--- src/rtl/rf_wport_arbiter.sv ---
// Two-producer arbiter for the register file write port: fixed priority to A, with a forced B grant after STARVE_LIMIT blocked cycles.
// Ready signals are combinational. The write is registered, so a transfer at edge N drives the regfile in cycle N+1.
module rf_wport_arbiter #(
   parameter int STARVE_LIMIT = 4,
   parameter int CNT_W        = 16
) (
   input  logic             clk,
   input  logic             reset,
   input  logic             a_valid,
   input  logic [4:0]       a_addr,
   input  logic [31:0]      a_data,
   output logic             a_ready,
   input  logic             b_valid,
   input  logic [4:0]       b_addr,
   input  logic [31:0]      b_data,
   output logic             b_ready,
   output logic             write_enable,
   output logic [4:0]       w_addr,
   output logic [31:0]      w_data,
   output logic             grant_src,
   output logic [CNT_W-1:0] starve_events
);

   localparam int SC_W = (STARVE_LIMIT > 1) ? $clog2(STARVE_LIMIT) : 1;
   localparam logic [SC_W-1:0]  STARVE_LAST = SC_W'(STARVE_LIMIT - 1);
   localparam logic [SC_W-1:0]  SC_ONE      = SC_W'(1);
   localparam logic [CNT_W-1:0] EVT_MAX     = '1;
   localparam logic [CNT_W-1:0] EVT_ONE     = CNT_W'(1);

   typedef enum logic {
      PRIO_A  = 1'b0,
      FORCE_B = 1'b1
   } state_t;

   state_t          state;
   logic [SC_W-1:0] starve_cnt;
   logic            a_xfer;
   logic            b_xfer;
   logic            b_blocked;

   // Readiness is held low during reset so no producer sees a phantom accept.
   always_comb begin
      a_ready = 1'b0;
      b_ready = 1'b0;
      if (!reset) begin
         if (state == PRIO_A) begin
            a_ready = 1'b1;
            b_ready = !a_valid;
         end else begin
            a_ready = !b_valid;
            b_ready = 1'b1;
         end
      end
   end

   assign a_xfer    = a_valid && a_ready;
   assign b_xfer    = b_valid && b_ready;
   assign b_blocked = b_valid && !b_ready;

   always_ff @(posedge clk or posedge reset) begin
      if (reset) begin
         state         <= PRIO_A;
         starve_cnt    <= '0;
         write_enable  <= 1'b0;
         w_addr        <= '0;
         w_data        <= '0;
         grant_src     <= 1'b0;
         starve_events <= '0;
      end else begin
         // x0 is hardwired zero: the transfer is accepted but never reaches the regfile.
         write_enable <= (a_xfer && (a_addr != 5'd0)) || (b_xfer && (b_addr != 5'd0));
         if (a_xfer) begin
            w_addr    <= a_addr;
            w_data    <= a_data;
            grant_src <= 1'b0;
         end else if (b_xfer) begin
            w_addr    <= b_addr;
            w_data    <= b_data;
            grant_src <= 1'b1;
         end

         case (state)
            PRIO_A: begin
               if (b_blocked) begin
                  if (starve_cnt == STARVE_LAST) begin
                     state      <= FORCE_B;
                     starve_cnt <= '0;
                     if (starve_events != EVT_MAX)
                        starve_events <= starve_events + EVT_ONE;
                  end else begin
                     starve_cnt <= starve_cnt + SC_ONE;
                  end
               end else begin
                  starve_cnt <= '0;
               end
            end
            default: begin
               // The forced window lasts one cycle whether or not B used it.
               state      <= PRIO_A;
               starve_cnt <= '0;
            end
         endcase
      end
   end

endmodule

--- config.mk ---
export PLATFORM = sky130hd
export DESIGN_NAME = rf_wport_arbiter
export DESIGN_NICKNAME = d
export VERILOG_FILES = /design/src/rtl/rf_wport_arbiter.sv
export SDC_FILE = /design/constraint.sdc
export NUM_CORES = 1
export LEC_CHECK = 0
export BUFFER_PORTS_ARGS = -buffer_cell sky130_fd_sc_hd__buf_2
export CORE_ASPECT_RATIO = 1.5
export CORE_UTILIZATION = 50
export CTS_CLUSTER_SIZE = 12
export DETAILED_ROUTE_END_ITERATION = 10
export PLACE_DENSITY_LB_ADDON = 0.05
export SYNTH_ARGS = -nofsm -noshare
export SYNTH_HDL_FRONTEND = slang
export SYNTH_SLANG_ARGS = --single-unit
--- constraint.sdc ---
create_clock -name clk -period 4.8 [get_ports clk]
set_input_delay 0.96 -clock clk [delete_from_list [all_inputs] [get_ports clk]]
set_output_delay 0.96 -clock clk [all_outputs]
set_load 0.05 [all_outputs]
### Word level (Yosys, flattened, before mapping)

Index checks and enable logic that the tools add are counted.

* add/subtract/negate cells: 2
* eq/ne operators: 2
* multiplexer cells: 16
* bitwise logic cells: 1
* reductions and logical operators: 13

Operator list (number)
* $mux 32: 2
* $add 16x1->16 const B: 1
* $ne 16x16->1 const B: 1
* $mux 5: 2
* $reduce_bool 5->1: 2
* $mux 1: 9
* $mux 2: 3
* $logic_and 1x1->1: 5
* $reduce_and 4->1: 1
* $logic_not 1->1: 3
* $add 2x1->2 const B: 1
* $eq 2x2->1 const B: 1
* $reduce_bool 2->1: 1
* $logic_or 1x1->1: 1
* $not 1->1: 1

* register bits after elaboration: 58
* bits of input ports: 78
* output and inout port bits: 57
* word-level logic and storage cells: 41

### Logic depth before layout (Yosys ltp)

Gate-level depths: netlist of the first run.

* word-level depth: 7
* depth in mapped cells: 6
* depth with buffers taken out: 5

### Worst setup path before layout of the first run

Ideal clock, no wire load.

* path kind: input to output
* from: in reset
* to: out a_ready
* arrival: 1.776 ns
* data required time: 3.840 ns
* slack: 2.064 ns
* stages on the path: 1
* path buffers: 0
* path through: a21oi_1

* cells in the longest elaborated chain, start to end: 1

RTL lines
* start, declared: RTL line 8 `input logic reset,`
* $mux 1: RTL line 45 `if (!reset) begin`
* end, declared: RTL line 12 `output logic a_ready,`

No other way between the ends.

### Final worst setup path of the first run

Ends and elaborated chain as after synthesis.

==> out/qor.yml, run 1 <==
status: "completed"
ctsResizeCount: 0
drt-pass1-iter-count: 4
clk_pin_slew_ns: 0.06
die_w_um: 62.7
grt_antenna_before_repair: 0
gp_congestion: 0.775
p_leak_nw: 1.91
grt_start_max_net_pins: 76
ys_seq_elements: 58
crit_path_start_kind: "input pin"
drcViolationCount: 0
final_nets: 471
drt-wirelength-per-cell_um: 13.8
fin_tns_setup_ns: 0
cts_buffers: 9
syn_area_per_cell_sq_um: 10.8
fin_crit_sh_pct: 54.4
drt_iter0_drc: 74
syn_area_sq_um: 2770
post-route-min-period_ns: 2.61
dpl.hpwl_mm: 4.64
final.setup_skew_ns: 0.00406
cp-end-kind: "output pin"
die_area_sq_um: 5840
syn2layout_area_growth_pct: 34.8
yosysTopAreaCell: "dfrtp_1"
tightest_slew_ns: 1.23
synth_seq_area_share_pct: 52.5
holdBufCountCts: 0
finalSetupViolations: 0
ant_nets: 0
cts_setup_buffers: 0
core_area_sq_um: 5250
clk_latency_ns: 0.33
slew_headroom_pct: 18.0
worstPathMaxFanout: 6
crit_arrival_ns: 1.65
netlist_instances: 257
cp_data_required_time_ns: 3.84
drt_wl_total_mm: 6.38
clock-sinks: 58
mostFrequentLayoutCells: "134 x buf_2, 58 x dfrtp_1, 45 x nand2_1"
die_y_um: 93.1
synth_area_leaders: "dfrtp_1 52%, mux2i_1 13%, nand2_1 6.1%"
cts_tree: "built"
synth-edff-count: 0
p_per_area_nw_per_um2: 401
rsz0062_at_grt: "false"
track_usage_pct: 23.9
whs_ns: 0.442
insertedDiodeCount: 0
rows: 32
vias: 2396
grt_pass1_wl_mm: 10.6
yosysTopAreaCellShare_pct: 52.5
yosysWarningCount: 0
overflow: 0
final_util_pct: 71.1
io_buffer_count: 134
async_flop_share_pct: 100
ir_drop_mv: 0.276
final_common_cell: "buf_2"
ios: 135
clockBufferDepth: 2
worstHoldPathType: "flip-flop to flip-flop"
syn_nets: 337
ys_types: 35
root_buffer: "clkbuf_8"
r2r_slack_ns: 2.54
clock.fmax_mhz: 383
drive_gt1_share_pct: 41.7
synthFlopType: "dfrtp_1"
start_util_pct: 52.7
finalHoldViolations: 0
drt-vias-per-instance: 5.16
drv_slew: 0
ctsHtreeMaxLevel: 3
drv_cap: 0
setup.worst_path.class: "input pin to output pin"
grt_pass1_vias: 2310
[stage by stage]
stage	cells	setup WS, ns	power, mW	cell area [sq um]
final	464	2.19	1.49	3730
after global routing	464	2.07	1.56	3730
after CTS	464	2.20	1.51	3730
after detailed placement	448	1.82	0.985	3490
after global placement	448	1.91	0.979	3490
after floorplan	257	2.06	0.868	2770
[critical path, cell delays in order]
cell     delay, ns
buf_2         0.15
a21oi_1       0.23
buf_2         0.31
[layout make-up]
type	count	area (sq um)
Clock inverter	4	72.6
Timing Repair Buffer	136	698
Inverter	5	18.8
Sequential cell	58	1450
Tap cell	68	85.1
Fill cell	431	1520
Multi-Input combinational cell	181	1240
Clock buffer	12	165
[cells by family (layout without fill, tap and decap cells)]
kind of cell             count (synthesis)  in the layout  synth area share, %
multiplexers                            38             38                 13.9
AND/OR/NAND/NOR                         81             81                 15.8
flip-flops                              58             58                 52.5
XOR/XNOR                                15             15                 4.75
AO/OA/AOI/OAI                           45             45                 8.96
buffers and inverters                   18            157                 3.12
adder cells (fa/ha/maj)                  2              2                0.905
[per-layer routing]
| layer | vias up | track usage, % | wire length [um] |
|---|---|---|---|
| li1 | 1168 | - | - |
| met1 | 1115 | 27.4 | 2540 |
| met2 | 101 | 41.8 | 3300 |
| met3 | 12 | 5.00 | 399 |
| met4 | 0 | 12.0 | 146 |
| met5 | - | 0 | 0 |
[flip-flops by register name, indices dropped and copies added, names as in the netlist]
| name | count |
|---|---|
| grant_src | 1 |
| starve_events | 16 |
| w_addr | 5 |
| state | 1 |
| starve_cnt | 2 |
| w_data | 32 |
| write_enable | 1 |
[where the power goes]
group          internal, mW  switching [mW]
Clock                 0.334           0.187
Combinational         0.106           0.289
Sequential            0.545          0.0339
[synth_stat cells, drive strengths merged (2+ instances only)]
library cell	instances
or4	2
dfrtp	58
mux2i	37
a21oi	2
nor2	3
xor2	15
ha	2
buf	10
clkbuf	3
nand4	5
inv	5
nand2	45
and2	2
o21ai	39
nor3	7
nand3	3
nor4	8
and4	2
[path summary, 6_finish.rpt]
check,start,end,depth (start not counted)
min in group asynchronous,reset,starve_cnt[0]$_DFF_PP0_,3
hold / removal,starve_cnt[0]$_DFF_PP0_,starve_cnt[0]$_DFF_PP0_,1
setup reg to reg,state$_DFF_PP0_,w_addr[0]$_DFFE_PP0P_,5
max in group asynchronous,reset,w_data[13]$_DFFE_PP0P_,3
hold reg to reg,starve_cnt[0]$_DFF_PP0_,starve_cnt[0]$_DFF_PP0_,1
setup / recovery,reset,a_ready,3
Note: power is estimated with default switching activity, not from simulation.
==> run 2: changes to the inputs <==
Settings changed: CORE_UTILIZATION 50 to 42.
Clock period 4.8 ns to 2.3 ns, I/O delays scaled along.
==> run 2 against run 1 <==
Effect of this change:
- critical path depth up 2
- clock skew increased by 0.0020 ns
- register-to-register slack worse by 2.1 ns
- global-route usage down 4.6 points
- non-clock buffer count is 3 higher
- wire length up 1.1%
- clock power rose by 71%
- design area decreased by 0.60%
- sequential power grew 110%
- worst setup slack worse by 1.7 ns
- via count shrank 2.9%
- core utilization fell by 12 points
- largest power group unchanged
==> out/qor.yml, run 2 (synthesized netlist as in run 1, its figures left out) <==
clock-sinks: 58
power_mw: 2.92
r2r_slack_ns: 0.45
track_usage_pct: 19.3
syn2layout_area_growth_pct: 34.0
multi_input_area_sq_um: 1240
final_common_cell: "buf_2"
start_util_pct: 44.2
cp-end-kind: "flip-flop"
root_buffer: "clkbuf_8"
largestRegisters: "w_data: 32 flops, starve_events: 16 flops, w_addr: 5 flops"
drt-vias-per-instance: 4.93
drv_cap: 0
fillers: 573
ios: 135
crit_family: "simple AND/OR/NAND/NOR gates"
ctsHtreeMaxLevel: 3
regMostFlops: "w_data"
drcViolationCount: 0
grt_start_max_net_pins: 53
regArea_sq_um: 1450
insertedDiodeCount: 0
clk_pin_slew_ns: 0.06
die_area_sq_um: 6920
final.setup_skew_ns: 0.00604
post-route-min-period_ns: 1.85
rows: 35
clockBufferDepth: 2
drt_iter0_drc: 80
final_nets: 474
critPathSlowestCell: "nor3_1"
grt_pass1_wl_mm: 9.69
cp_num_buf_inv: 0
cts_setup_buffers: 0
gp_congestion: 0.747
ant_nets: 0
largest_reg_flops: 32
setup.worst_path.class: "flip-flop to flip-flop"
mostFrequentLayoutCells: "134 x buf_2, 58 x dfrtp_1, 45 x nand2_1"
crit_path_start_kind: "flip-flop"
holdBufCountCts: 0
crit_chain: "ha_1, nand4_1, nor3_1, nor4_1, xor2_1"
whs_ns: 0.233
worstHoldPathType: "input pin to asynchronous set/reset pin"
clock.fmax_mhz: 540
slew_headroom_pct: 49.7
clk_latency_ns: 0.33
grt_pass1_vias: 2191
worstPathMaxFanout: 5
cp_data_required_time_ns: 2.50
finalSetupViolations: 0
slowest_delay_ns: 0.56
finalHoldViolations: 0
ir_drop_mv: 0.728
drt_wl_total_mm: 6.45
die_w_um: 68.3
tightest_slew_ns: 0.755
drt-wirelength-per-cell_um: 13.7
drv_slew: 0
p_leak_nw: 1.90
drt-pass1-iter-count: 4
core_area_sq_um: 6260
dpl.hpwl_mm: 4.76
overflow: 0
cts_tree: "built"
cts_buffers: 9
grt_antenna_before_repair: 0
p_per_area_nw_per_um2: 789
fin_tns_setup_ns: 0
io_buffer_count: 134
fin_crit_sh_pct: 80.6
drive_gt1_share_pct: 41.5
crit_arrival_ns: 2.05
die_y_um: 101
status: "completed"
vias: 2327
rsz0062_at_grt: "false"
ctsResizeCount: 0
run 2: changes by cell type in the layout (fill, tap and decap cells not counted), sizes merged:
| cell | change |
|---|---|
| clkinv | +1 |
| buf | +3 |
| clkinvlp | -1 |
| bufinv | -1 |
run 2: final cells by class:
cell class,instances,share of cell area (%)
Clock inverter,3,1.08
Multi-Input combinational cell,181,33.4
Sequential cell,58,39.2
Clock buffer,12,3.92
Inverter,5,0.507
Tap cell,74,2.50
Timing Repair Buffer,139,19.5
run 2: per-stage QoR:
stage | worst slack [ns] | cell area, sq um | utilization, % | std cells
after floorplan | 0.196 | 2770 | - | 257
after global placement | 0.446 | 3520 | 56.2 | 457
final | 0.447 | 3700 | 59.2 | 472
after CTS | 0.458 | 3700 | 59.2 | 472
after global routing | 0.273 | 3700 | 59.2 | 472
after detailed placement | 0.459 | 3520 | 56.2 | 457
run 2: path summary, 6_finish.rpt:
path | startpoint | endpoint | cells past startpoint
worst min-delay path | reset | starve_events[8]$_DFFE_PP0P_ | 2
min in group clk | a_data[2] | w_data[2]$_DFFE_PP0P_ | 3
worst max register to register | starve_events[0]$_DFFE_PP0P_ | starve_events[15]$_DFFE_PP0P_ | 5
worst max-delay path | starve_events[0]$_DFFE_PP0P_ | starve_events[15]$_DFFE_PP0P_ | 5
worst min register to register | starve_cnt[0]$_DFF_PP0_ | starve_cnt[0]$_DFF_PP0_ | 1
max in group asynchronous | reset | w_data[23]$_DFFE_PP0P_ | 3
run 2: metal layers:
metal,wire [um],track usage (%),vias up
met5,0,0,-
met4,84,7.69,0
met3,426,6.87,6
met2,3240,33.4,88
met1,2700,20.7,1060
li1,-,-,1173
run 2: power breakdown:
group          switching (mW)  internal [mW]
registers              0.0679           1.14
logic                   0.604          0.224
clock network           0.371          0.521
total                    1.04           1.88
run 2: worst reg2reg max path, delay by kind of cell, from the launching register on:
kind                       cells  cell delay [ns]
adders and majority gates      1             0.21
xor gates and xnor gates       1             0.18
and+or+nand+nor                3             0.91
DFF                            1             0.43
==> run 3: changes to the inputs <==
Settings changed: CORE_UTILIZATION 42 to 46.
Clock period 2.3 ns to 1.9 ns, I/O delays scaled along.
==> run 3 against run 2 <==
Effect of this change:
- fmax rose by 8.6%
- design area rose by 1.9%
- sequential share of layout area fell by 0.64 points
- global-route usage rose by 2.9 points
- total power rose by 22%
- combinational power rose by 23%
- first-iteration DRC count did not move
- flip-flop and latch count did not move
- worst hold slack got worse by 0.16 ns
- critical path type unchanged
- critical endpoint is now starve_events[12]$_DFFE_PP0P_
==> out/qor.yml, run 3 (synthesized netlist as in run 1, its figures left out) <==
status: "completed"
ctsHtreeMaxLevel: 3
finalSetupViolations: 0
tightest_slew_ns: 0.354
drt_iter0_drc: 80
grt_pass1_wl_mm: 10.7
regMostFlops: "w_data"
clockBufferDepth: 2
final_cell_count_no_fill: 476
crit_arrival_ns: 1.96
holdBufCountCts: 0
core_area_sq_um: 5790
vias: 2416
insertedDiodeCount: 0
slowest_delay_ns: 0.40
die_w_um: 65.3
ant_nets: 0
crit_chain: "ha_1, nand4_1, or2_2, nor4_1, xor2_1"
post-route-min-period_ns: 1.71
clock.fmax_mhz: 586
grt_start_max_net_pins: 52
largest_reg_flops: 32
worstHoldPathType: "input pin to asynchronous set/reset pin"
place_inst: 460
drt-vias-per-instance: 5.08
final_nets: 479
mostFrequentLayoutCells: "134 x buf_2, 55 x dfrtp_1, 45 x nand2_1"
ctsResizeCount: 0
fin_crit_sh_pct: 89.9
drt-wirelength-per-cell_um: 14.2
die_y_um: 97.0
io_buffer_count: 134
p_leak_nw: 1.93
rsz0062_at_grt: "false"
clk_pin_slew_ns: 0.06
cp-end-kind: "flip-flop"
clock-sinks: 58
drive_gt1_share_pct: 43.1
ir_drop_mv: 0.604
drt_wl_total_mm: 6.75
grt_antenna_before_repair: 0
drcViolationCount: 0
largestRegisters: "w_data: 32 flops, starve_events: 16 flops, w_addr: 5 flops"
final.setup_skew_ns: 0.00712
cp_num_buf_inv: 0
start_util_pct: 47.8
cts_tree: "built"
final_common_cell: "buf_2"
setup.worst_path.class: "flip-flop to flip-flop"
worstPathMaxFanout: 5
place_area_sq_um: 3590
syn2layout_area_growth_pct: 36.6
crit_path_start_kind: "flip-flop"
dpl.hpwl_mm: 5.13
postLayoutCellArea_sq_um: 3780
drt-pass1-iter-count: 4
grt_pass1_vias: 2382
gp_congestion: 0.755
slew_headroom_pct: 76.0
fillers: 497
clk_latency_ns: 0.33
drv_cap: 0
cts_setup_buffers: 0
cts_buffers: 9
cp_data_required_time_ns: 2.16
overflow: 0
ios: 135
p_per_area_nw_per_um2: 946
power_mw: 3.57
drv_slew: 0
die_area_sq_um: 6330
finalHoldViolations: 0
regArea_sq_um: 1460
root_buffer: "clkbuf_8"
track_usage_pct: 22.2
whs_ns: 0.0724
crit_family: "simple AND/OR/NAND/NOR gates"
critPathSlowestCell: "dfrtp_2"
rows: 34
multi_input_area_sq_um: 1240
==> run 3: path summary, 6_finish.rpt <==
path	cells past startpoint	endpoint	slack [ns]	start
hold reg to reg	1	starve_cnt[0]$_DFF_PP0_	0.45	starve_cnt[0]$_DFF_PP0_
hold / removal	2	starve_events[3]$_DFFE_PP0P_	0.07	reset
min in group clk	3	w_data[19]$_DFFE_PP0P_	0.25	a_data[19]
setup reg to reg	5	starve_events[12]$_DFFE_PP0P_	0.19	starve_events[0]$_DFFE_PP0P_
setup / recovery	5	starve_events[12]$_DFFE_PP0P_	0.19	starve_events[0]$_DFFE_PP0P_
max in group asynchronous	3	starve_events[13]$_DFFE_PP0P_	1.33	reset
==> run 3: final cells by class <==
class                      instances  share of cell area (%)
tap                               72                    2.39
clock inverter                     3                    1.06
inverter                           5                   0.497
clock buffer                      13                    3.94
multi-input combinational        181                    32.8
timing repair buffer             144                    20.7
sequential                        58                    38.5
==> run 3: power breakdown <==
part,total (mW),switching [mW],internal [mW]
Clock,1.09,0.454,0.638
Sequential,1.47,0.0858,1.38
Combinational,1.02,0.737,0.279
==> run 3: through the flow <==
stage / utilization [%] / worst slack, ns / TNS, ns
floorplan: - / -0.0352 / -0.106
global placement: 62.0 / 0.210 / 0
detailed placement: 62.0 / 0.192 / 0
CTS: 65.3 / 0.172 / 0
global route: 65.3 / 0.0441 / 0
finish: 65.3 / 0.193 / 0
==> run 3: layer usage <==
layer	vias to the layer above	part of all wire [%]	GRT usage, %
met4	0	1.8	9.70
met2	84	53	39.4
met3	9	6.3	5.42
met5	-	0	0
li1	1185	-	-
met1	1138	39	24.2
